--- config.mk ---
export PLATFORM = sky130hd
export DESIGN_NAME = seq_div_16x8
export DESIGN_NICKNAME = d
export VERILOG_FILES = /design/src/rtl/seq_div_16x8.sv
export SDC_FILE = /design/constraint.sdc
export NUM_CORES = 1
export LEC_CHECK = 0
export ABC_AREA = 1
export BUFFER_PORTS_ARGS = -buffer_cell sky130_fd_sc_hd__buf_2
export CAP_MARGIN = 0
export CORE_MARGIN = 8
export CORE_UTILIZATION = 61
export DETAILED_ROUTE_END_ITERATION = 6
export PLACE_DENSITY = 0.95
export SYNTH_ARGS = -nofsm -noshare
export SYNTH_HDL_FRONTEND = slang
export SYNTH_SLANG_ARGS = --single-unit
--- constraint.sdc ---
create_clock -name clk -period 3 [get_ports clk]
set_clock_uncertainty 0.05 [all_clocks]
set_input_delay 0.3 -clock clk [delete_from_list [all_inputs] [get_ports clk]]
set_output_delay 0.3 -clock clk [all_outputs]
set_load 0.05 [all_outputs]
--- src/rtl/seq_div_16x8.sv ---
// Sequential radix-2 restoring divider: unsigned N_WIDTH-bit dividend over D_WIDTH-bit
// divisor, one quotient bit per clock, with valid/ready handshakes on both sides.
module seq_div_16x8 #(
  parameter int N_WIDTH = 16,
  parameter int D_WIDTH = 8
) (
  input  logic               clk,
  input  logic               rst_n,
  input  logic               in_valid,
  output logic               in_ready,
  input  logic [N_WIDTH-1:0] dividend,
  input  logic [D_WIDTH-1:0] divisor,
  output logic               out_valid,
  input  logic               out_ready,
  output logic [N_WIDTH-1:0] quotient,
  output logic [D_WIDTH-1:0] remainder,
  output logic               div_by_zero
);

  localparam int CNT_W = $clog2(N_WIDTH);

  typedef enum logic [1:0] {IDLE, CALC, DONE} state_t;

  state_t             state;
  logic [N_WIDTH-1:0] shift_q;
  logic [D_WIDTH-1:0] dvsr;
  logic [D_WIDTH-1:0] part_rem;
  logic [CNT_W-1:0]   count;

  logic [D_WIDTH:0]   rem_shift;
  logic               q_bit;
  logic [D_WIDTH-1:0] rem_diff;

  // The partial remainder always stays below the divisor, so once the trial subtraction
  // succeeds the difference fits back into D_WIDTH bits.
  assign rem_shift = {part_rem, shift_q[N_WIDTH-1]};
  assign q_bit     = (rem_shift >= {1'b0, dvsr});
  assign rem_diff  = rem_shift[D_WIDTH-1:0] - dvsr;

  // The dividend register doubles as the quotient register: each cycle it shifts left,
  // and the new quotient bit enters at the LSB.
  always_ff @(posedge clk or negedge rst_n) begin
    if (!rst_n) begin
      state       <= IDLE;
      in_ready    <= 1'b0;
      out_valid   <= 1'b0;
      quotient    <= '0;
      remainder   <= '0;
      div_by_zero <= 1'b0;
      shift_q     <= '0;
      dvsr        <= '0;
      part_rem    <= '0;
      count       <= '0;
    end else begin
      case (state)
        IDLE: begin
          in_ready <= 1'b1;
          if (in_valid && in_ready) begin
            in_ready <= 1'b0;
            shift_q  <= dividend;
            dvsr     <= divisor;
            part_rem <= '0;
            count    <= CNT_W'(N_WIDTH - 1);
            if (divisor == '0) begin
              state       <= DONE;
              out_valid   <= 1'b1;
              quotient    <= '1;
              remainder   <= dividend[D_WIDTH-1:0];
              div_by_zero <= 1'b1;
            end else begin
              state <= CALC;
            end
          end
        end
        CALC: begin
          shift_q  <= {shift_q[N_WIDTH-2:0], q_bit};
          part_rem <= q_bit ? rem_diff : rem_shift[D_WIDTH-1:0];
          if (count == '0) begin
            state <= DONE;
          end else begin
            count <= count - 1'b1;
          end
        end
        DONE: begin
          // First DONE cycle publishes the result; afterwards it is held until taken.
          if (!out_valid) begin
            out_valid   <= 1'b1;
            quotient    <= shift_q;
            remainder   <= part_rem;
            div_by_zero <= 1'b0;
          end else if (out_ready) begin
            out_valid <= 1'b0;
            in_ready  <= 1'b1;
            state     <= IDLE;
          end
        end
        default: state <= IDLE;
      endcase
    end
  end

endmodule
==> summary.md <==
| Metric | Value |
|---|---|
| Status | complete, no violations |
| Via/cell ratio | 5.63 |
| Main synth FF type | dfrtp_1 |
| First-pass GRT wire length | 14300 µm |
| Mean Syn Cell Area | 8.47 µm² |
| Post-Syn Instances | 417 |
| Initial antenna violation count | 0 |
| TritonCTS clock tree | yes |
| Minimum clock period | 2.07 ns |
| Maxcap violations | 0 |
| Die Width | 92.1 µm |
| Hold/Removal Path Class | in2async |
| Vias | 3072 |
| #FFs+latches synth | 65 |
| Final setup vio count | 0 |
| Clock-pin slew on the worst setup and hold paths | 0.07 ns |
| Die ar. | 8480 µm² |
| Post-synth ARST share | 100% |
| CTS Sinks | 65 |
| Footprint of the multi-input gates | 1590 µm² |
| Global route total overflow | 0 |
| Yosys top cell area share | 46.1% |
| DP HPWL | 5910 µm |
| Synth cell count leaders | nand2_1, dfrtp_1, inv_1, nor2_1, nand3_1 |
| GRT Resource Usage Total | 20.8% |
| Root Driver | clkbuf_8 |
| Post-synth EDFFs | 0 |
| H-tree level count | 3 |
| Vias in the first global route | 3102 |
| Nets | 507 |
| Sequential fraction of the synthesis area | 46.1% |
| Worst-Margin Slew | 0.783 ns |
| Final GP Congestion | 0.885 |
| DRT iter0 DRCs | 264 |
| ANT nets after route | 0 |
| Syn_nets | 455 |
| Final Hold Viols | 0 |
| First drt pass iteration count | 5 |
| Post-Layout Cell Count | 546 |
| DR WL/cell | 15.0 µm |
| DRC errors left | 0 |
| Area growth, synth to finish | 13.7% |
| Final core occ | 72.5% |
| Yosys warns | 0 |
| Fin crit share | 68.9% |
| Core area | 5540 µm² |
| Routed wire length | 8200 µm |
| Hold_buf cts | 0 |
| Crit Path Max Fanout | 9 |
| Die Ht | 92.1 µm |
| CTS buffer count | 9 |
| N_diodes | 0 |
| Most common cell in the synthesized netlist | nand2_1 |
| RSZ-0062 raised after global routing | false |
| Worst-skew pair later-pin latency | 0.35 ns |
| Synth cell types | 31 |
| Fmax | 484 MHz |
| Row count | 27 |
| Reg area | 1630 µm² |
| CTS-repair resized insts | 0 |
| Max-Slew Margin vs Limit | 47.8% |
| Post-CTS Setup Inserts | 0 |
| Fillers | 379 |
| CP Capture Type | flip-flop |
| WS Path Type | reg2reg |
| Placed instance count | 530 |
| # port buffers | 54 |
| Num ports | 55 |
| Final Max Slew Viols | 0 |
| Cell taking the most area after synthesis | dfrtp_1 |
| Cell Area, Synth | 3530 µm² |
| WHS | 0.0544 ns |
| Worst EP required | 3.17 ns |
| Setup_tns | 0 ns |
| Max Root-Sink Buffers | 2 |
| Largest net degree at the start of global routing | 66 |
| Crit start category | flip-flop |
| Share of layout cells above drive strength 1 | 23.8% |
| CP Data Arrival Time | 2.24 ns |
| Ranking of synthesized cells by area | dfrtp_1, nand2_1, o21ai_2 |
| Initial Util | 63.7% |
## sequential cells by signal, indices dropped and copies added, names as in the netlist
signal / count
quotient: 16
shift_q: 16
dvsr: 8
part_rem: 8
remainder: 8
count: 4
state: 2
div_by_zero: 1
in_ready: 1
out_valid: 1
## per-layer routing
metal / vias up / wire [µm] / share of wire [%] / GRT usage (%)
li1: 1476 / - / - / -
met4: 0 / 172 / 2.1 / 8.86
met5: - / 0 / 0 / 0
met2: 105 / 4020 / 49 / 34.7
met1: 1472 / 3450 / 42 / 24.3
met3: 19 / 559 / 6.8 / 6.03
## kinds of logic after synthesis
group	Yosys count	share of synthesized area (%)
AO/OA/AOI/OAI	70	14.1
buffers and inverters	69	9.04
XOR/XNOR	3	0.744
flip-flops	65	46.1
adder cells (fa/ha/maj)	10	3.76
multiplexers	6	1.70
AND/OR/NAND/NOR	194	24.6
## critical path: stages, from the launching register on
cell     delay, ns
dfrtp_1       0.45
ha_1          0.38
nand2_1       0.14
inv_1         0.07
nand2_1       0.10
nand2_1       0.06
nand2_1       0.05
nand4_1       0.31
nand3_1       0.21
nand3_1       0.12
## worst paths after layout
| kind | from | end | slack [ns] | cells past startpoint |
|---|---|---|---|---|
| min | rst_n | shift_q[10] | 0.05 | 2 |
| max in group asynchronous | rst_n | part_rem[6] | 2.33 | 2 |
| min reg2reg | quotient[1] | quotient[1] | 0.43 | 2 |
| max | part_rem[2] | part_rem[2] | 0.93 | 9 |
| min in group clk | divisor[0] | dvsr[0] | 0.11 | 3 |
| max reg2reg | part_rem[2] | part_rem[2] | 0.93 | 9 |
## final cells by class
type                            count  area share, %
Clock buffer                       12           3.61
Clock inverter                      4           1.90
Inverter                           53           4.95
Multi-Input combinational cell    283           39.5
Sequential cell                    65           40.5
Tap cell                           72           2.24
Timing Repair Buffer               57           7.29
## metrics by stage
step / setup slack, ns / instance area, µm²
after floorplan: 1.31 / 3530
after global placement: 1.09 / 3790
after detailed placement: 0.975 / 3790
after CTS: 0.996 / 4020
after global routing: 0.785 / 4020
final: 0.934 / 4020
## cells in the final DEF, fill, tap and decap left out, types with 2 or more instances in the layout
master	synthesis	routed
a21oi_1	7	7
a221oi_1	8	8
a31oi_1	2	2
buf_2	6	54
buf_4	4	3
bufinv_16	0	2
clkbuf_1	1	2
clkbuf_8	0	10
dfrtp_1	65	65
ha_1	9	9
inv_1	47	47
inv_2	6	6
mux2i_1	6	6
nand2_1	94	94
nand2_2	5	5
nand3_1	29	29
nand4_1	12	12
nor2_1	38	38
nor2_4	3	3
nor3_1	9	9
o211ai_1	7	7
o21ai_0	14	14
o21ai_1	6	6
o21ai_2	25	25
xnor2_1	2	2
Power is not shown: default switching activity piles up to over one toggle a cycle in this logic, so the estimate is an artifact.
